<file path="src/rtl/sram_req_adapter.sv">
`default_nettype none
// +--------------------------------------------------------------------+
// | sram_req_adapter: valid/ready requests to single-port SRAM strobes |
// | with fixed read-latency tracking and a credit-managed response FIFO.|
// | Optional feature macro: SRAM_REQ_ADAPTER_ERR_EN (address checking). |
// | Rev 1.0                                                            |
// +--------------------------------------------------------------------+
module sram_req_adapter #(
  parameter int  WIDTH     = 32,
  parameter int  DEPTH     = 512,
  parameter int  RSP_DEPTH = 2,
  localparam int c_AW      = $clog2(DEPTH)
) (
  input  logic             clk_i,
  input  logic             rst_i,
  input  logic             req_valid_i,
  output logic             req_ready_o,
  input  logic             req_write_i,
  input  logic [31:0]      req_addr_i,
  input  logic [WIDTH-1:0] req_wdata_i,
  input  logic [3:0]       req_be_i,
  output logic             rsp_valid_o,
  input  logic             rsp_ready_i,
  output logic [WIDTH-1:0] rsp_rdata_o,
  output logic             rsp_write_o,
  output logic             rsp_err_o,
  output logic             ram_req_o,
  output logic             ram_write_o,
  output logic [c_AW-1:0]  ram_addr_o,
  output logic [WIDTH-1:0] ram_wdata_o,
  output logic [WIDTH-1:0] ram_wmask_o,
  input  logic [WIDTH-1:0] ram_rdata_i
);

  localparam int c_CW = $clog2(RSP_DEPTH + 1);
  localparam int c_PW = $clog2(RSP_DEPTH);

  logic             w_credit_ok;
  logic             w_ready;
  logic             w_take;
  logic             w_pop;
  logic             w_push;
  logic             w_err_now;
  logic [c_CW:0]    w_credit;
  logic [WIDTH-1:0] w_push_rdata;
  logic [WIDTH+1:0] w_head;

  logic             pend_q;
  logic             pend_write_q;
  logic             pend_err_q;
  logic [c_CW-1:0]  count_q, count_d;
  logic [c_PW-1:0]  rd_ptr_q, rd_ptr_d;
  logic [c_PW-1:0]  wr_ptr_q, wr_ptr_d;
  logic [WIDTH+1:0] fifo_mem_q [RSP_DEPTH];

`ifdef SRAM_REQ_ADAPTER_ERR_EN
  assign w_err_now = (req_addr_i[1:0] != 2'b00) || (req_addr_i[31:2] >= 30'(DEPTH));
  assign rsp_err_o = w_head[0];
`else
  logic w_unused_bits;
  assign w_unused_bits = ^{req_addr_i[31:c_AW+2], req_addr_i[1:0], w_head[0]};
  assign w_err_now     = 1'b0;
  assign rsp_err_o     = 1'b0;
`endif

  // Credits count FIFO entries plus the read still in flight; a same-cycle
  // pop frees one, which is what allows full throughput with two entries.
  assign w_pop       = rsp_valid_o && rsp_ready_i;
  assign w_credit    = {1'b0, count_q} + {{c_CW{1'b0}}, pend_q} - {{c_CW{1'b0}}, w_pop};
  assign w_credit_ok = w_credit < (c_CW + 1)'(RSP_DEPTH);
  assign w_ready     = !rst_i && w_credit_ok;
  assign w_take      = req_valid_i && w_credit_ok;
  assign req_ready_o = w_ready;

  assign ram_req_o   = req_valid_i && w_ready && !w_err_now;
  assign ram_write_o = req_write_i;
  assign ram_addr_o  = req_addr_i[c_AW+1:2];
  assign ram_wdata_o = req_wdata_i;

  for (genvar i = 0; i < WIDTH / 8; i++) begin : g_wmask
    assign ram_wmask_o[8*i +: 8] = {8{req_be_i[i]}};
  end

  assign w_push       = pend_q;
  assign w_push_rdata = (!pend_write_q && !pend_err_q) ? ram_rdata_i : '0;

  assign w_head      = fifo_mem_q[rd_ptr_q];
  assign rsp_valid_o = count_q != '0;
  assign rsp_rdata_o = w_head[WIDTH+1:2];
  assign rsp_write_o = w_head[1];

  always_comb begin
    count_d  = count_q + c_CW'(w_push) - c_CW'(w_pop);
    wr_ptr_d = wr_ptr_q;
    rd_ptr_d = rd_ptr_q;
    if (w_push) wr_ptr_d = (wr_ptr_q == c_PW'(RSP_DEPTH - 1)) ? '0 : wr_ptr_q + c_PW'(1);
    if (w_pop)  rd_ptr_d = (rd_ptr_q == c_PW'(RSP_DEPTH - 1)) ? '0 : rd_ptr_q + c_PW'(1);
  end

  always_ff @(posedge clk_i or posedge rst_i) begin
    if (rst_i) begin
      pend_q       <= 1'b0;
      pend_write_q <= 1'b0;
      pend_err_q   <= 1'b0;
      count_q      <= '0;
      rd_ptr_q     <= '0;
      wr_ptr_q     <= '0;
    end else begin
      pend_q       <= w_take;
      pend_write_q <= req_write_i;
      pend_err_q   <= w_err_now;
      count_q      <= count_d;
      rd_ptr_q     <= rd_ptr_d;
      wr_ptr_q     <= wr_ptr_d;
    end
  end

  // Payload storage needs no reset; validity lives entirely in count_q.
  always_ff @(posedge clk_i) begin
    if (w_push) fifo_mem_q[wr_ptr_q] <= {w_push_rdata, pend_write_q, pend_err_q};
  end

  a_no_overflow: assert property (@(posedge clk_i) disable iff (rst_i)
    !(w_push && count_q == c_CW'(RSP_DEPTH) && !w_pop));

endmodule
`default_nettype wire

</file>
<file path="config.mk">
export PLATFORM = sky130hd
export DESIGN_NAME = sram_req_adapter
export DESIGN_NICKNAME = d
export VERILOG_FILES = /design/src/rtl/sram_req_adapter.sv
export SDC_FILE = /design/constraint.sdc
export NUM_CORES = 1
export LEC_CHECK = 0
export ABC_AREA = 1
export BUFFER_PORTS_ARGS = -buffer_cell sky130_fd_sc_hd__clkbuf_2
export CAP_MARGIN = 10
export CORE_ASPECT_RATIO = 1.2
export CORE_MARGIN = 10
export CORE_UTILIZATION = 44
export DETAILED_ROUTE_END_ITERATION = 8
export GPL_ROUTABILITY_DRIVEN = 0
export GPL_TIMING_DRIVEN = 0
export PLACE_DENSITY = 0.81
export RECOVER_POWER = 50
export SYNTH_ARGS = -nofsm -noshare
export SYNTH_HDL_FRONTEND = slang
export SYNTH_SLANG_ARGS = --single-unit
</file>
<file path="constraint.sdc">
create_clock -name clk_i -period 2.5 [get_ports clk_i]
set_input_delay 0.375 -clock clk_i [delete_from_list [all_inputs] [get_ports clk_i]]
set_output_delay 0.375 -clock clk_i [all_outputs]
set_load 0.02 [all_outputs]
</file>
==> summary.md <==
| Metric | Value |
|---|---|
| Floorplan die area | ~12000 sq um |
| Global-route usage over all layers | 0.154 |
| DRC Markers | 0 |
| Final count of negative-setup-slack endpoints | 2 |
| Vertical die dimension | approximately 120 microns |
| Synth Cell Area | around 3600 sq um |
| # diodes | 0 |
| Clock Skew | around 4.6 ps |
| Max transition margin | 0.468 |
| Final Routed Wirelength | around 10000 microns |
| Standby leakage power | 2.33 nW |
| Status | finished, violations left |
| Area grow syn2layout | 32.0% |
| Reported max-cap violation count | 0 |
| Detail-routed via count per cell | ~4.3 |
| Final Worst Setup Slack | -251 ps |
| Final worst path period need | 2750 ps |
| Wire per inst | around 16 microns |
| I/O Pins | ~220 |
| Placed cells | 593 |
| Critical path type | flop to output port |
| Launching element type of the critical path | flop |
| Remaining global-route overflow | 0 |
| Number of warnings issued by yosys | 0 |
| Number of core rows | 36 |
| Setup repair after global routing missed its margin | yes |
| Filler cells | 739 |
| Data arrival time of the critical path | around 2400 ps |
| Violated checks | negative setup slack |
| Sequential cell area fraction in the yosys report | 0.589 |
| Nets | 637 |
| Total of flip-flops plus latches after synthesis | about 70 |
| Highest ir drop seen on vdd | a little over 0.7 mV |
| Sum of negative setup slack | -410 ps |
| DRT Pass-1 Iters | 4 |
| Number of unique standard cell types used by synthesis | 19 |
| Root cell of the clock tree | sky130_fd_sc_hd__clkbuf_8 |
| Number of failing hold endpoints at the final stage | 0 |
| # port buffers | roughly 150 |
| CTS Buffer Depth | 2 |
| Final non-filler cell total | about 630 |
| Tightest Pin Transition | approximately 800 ps |
| Number of buffers created by CTS | 9 |
| Routed vias | 2731 |
| Hold Path Class | input port to flop |
| Mapped Cells | 350 |
| Crit end category | output port |
| Largest net degree at the start of global routing | 29 |
| DRT iter0 DRCs | about 150 |
| Maximum level of the CTS H-tree | 3 |
| Achievable frequency | approximately 360 MHz |
| Fraction of layout cells with a size suffix above 1 | 0.403 |
| Starting density of the core | 0.449 |
| Crit path max fanout | 2 |
| Mean instance size in the synthesized netlist | slightly above 10 sq um |
| Final worst-path cycle share | 1.10 |
| Clock-pin slew on the worst setup and hold paths | around 70 ps |
| Number of pins with negative max-slew slack in the final report | 0 |
| Power Density | between 900 and 1000 nW/um^2 |
| Core Footprint | slightly above 8000 sq um |
| Via count of the first global-routing pass | 2860 |
| Horizontal die dimension | around 100 microns |
| First-pass GRT wire length | between 10000 and 15000 microns |
| Post-Syn Nets | 458 |
| Later-pin clock latency in the skew report | around 340 ps |
| Number of antenna violations at the first check in global routing | 0 |
| Post-detail-place hpwl | roughly 7700 microns |
| Clock sink total | 72 |
| Post-detailed-route count of antenna-violating nets | 0 |
| Crit path required time | ~2100 ps |
| CTS tree | yes |
## per-layer routing
metal | track usage | share of wire | up-vias
met3 | 0.0763 | 0.14 | 11
li1 | - | - | 1362
met1 | 0.139 | 0.33 | 1218
met4 | 0.0531 | 0.013 | 0
met5 | 0 | 0 | -
met2 | 0.286 | 0.52 | 140
## worst paths after layout
kind	start	end	slack (ps)	depth (start not counted)
max reg2reg	count_q[0]	rd_ptr_q	190	18
max	count_q[0]	ram_req_o	-250	12
max in group asynchronous	rst_i	wr_ptr_q	1790	3
min reg2reg	wr_ptr_q	wr_ptr_q	510	1
min	req_write_i	pend_write_q	170	1
min in group asynchronous	rst_i	count_q[1]	520	3
## sequential cells by signal, indices dropped and copies added, names as in the netlist
signal and count:
count_q 2, fifo_mem_q 66, pend_q 1, pend_write_q 1, rd_ptr_q 1, wr_ptr_q 1
## Yosys cell counts, drive strengths merged
library cell	count	share of area
nand2	107	0.12
buf	84	0.18
dfrtp	6	0.041
nor2	35	0.036
nand3	1	0.0014
inv	44	0.048
conb	1	0.0010
ha	2	0.0069
xor2	1	0.0024
clkbuf	1	0.0038
nand4	1	0.0017
fa	1	0.0055
edfxtp	66	0.55
## final cells by class
type | count | area [sq um] | area share
Sequential cell | 72 | 2130 | 0.446
Timing Repair Buffer | 168 | 851 | 0.178
Multi-Input combinational cell | 149 | 684 | 0.143
Buffer | 85 | 664 | 0.139
Inverter | 44 | 173 | 0.0361
Clock buffer | 10 | 128 | 0.0267
Tap cell | 95 | 119 | 0.0249
Clock inverter | 6 | 26.3 | 0.00550
## critical path, cell delays in order (launching register included)
cell and delay (ps):
sky130_fd_sc_hd__dfrtp_1 380, sky130_fd_sc_hd__inv_2 70, sky130_fd_sc_hd__nand2_2 70, sky130_fd_sc_hd__nand2_2 80
sky130_fd_sc_hd__inv_2 60, sky130_fd_sc_hd__ha_4 250, sky130_fd_sc_hd__inv_2 40, sky130_fd_sc_hd__ha_4 150
sky130_fd_sc_hd__fa_1 460, sky130_fd_sc_hd__inv_1 90, sky130_fd_sc_hd__nand4_1 120, sky130_fd_sc_hd__nor2_2 120
sky130_fd_sc_hd__clkbuf_8 150
## logic make-up after synthesis
kind of cell	Yosys count	share of synthesized area
simple gates	144	0.163
other cells	1	0.00104
xor+xnor	1	0.00242
buf+inv	129	0.232
fa+ha+maj	3	0.0124
flops	72	0.589
## per-stage QoR
stage               total power, mW  hold slack, ps   util  cell area, sq um  worst slack (ps)
finish                         4.41             171  0.592              4780              -251
floorplan                      2.87             166      -              3620              34.7
CTS                            4.48             148  0.608              4900              -263
global placement               3.43             312  0.555              4470              -547
global route                   4.70             154  0.592              4780              -388
detailed placement             3.51             322  0.561              4530              21.2
## where the power goes
group / internal (mW) / switching [mW]
sequential: 1.52 / 0.0630
combinational: 0.814 / 1.27
clock: 0.344 / 0.395
total: 2.68 / 1.73
## cells in the final DEF, fill, tap and decap left out, drive strengths merged
master / count
edfxtp: 66
nor2: 35
nand3: 1
nand2: 107
nand4: 1
fa: 1
clkinv: 6
ha: 2
dlygate4sd3: 1
xor2: 1
buf: 103
dfrtp: 6
conb: 1
inv: 44
clkbuf: 159
## timing repair
item                                   4_1_cts  5_1_grt
hold buffers                                 1        0
cloned                                       0        0
resized for setup                           11        3
setup endpoints to repair                    2        3
endpoints found under the hold margin        6        0
setup buffers                               22        1
pin swaps                                    9        6
Power figures use the tool's default switching activity.
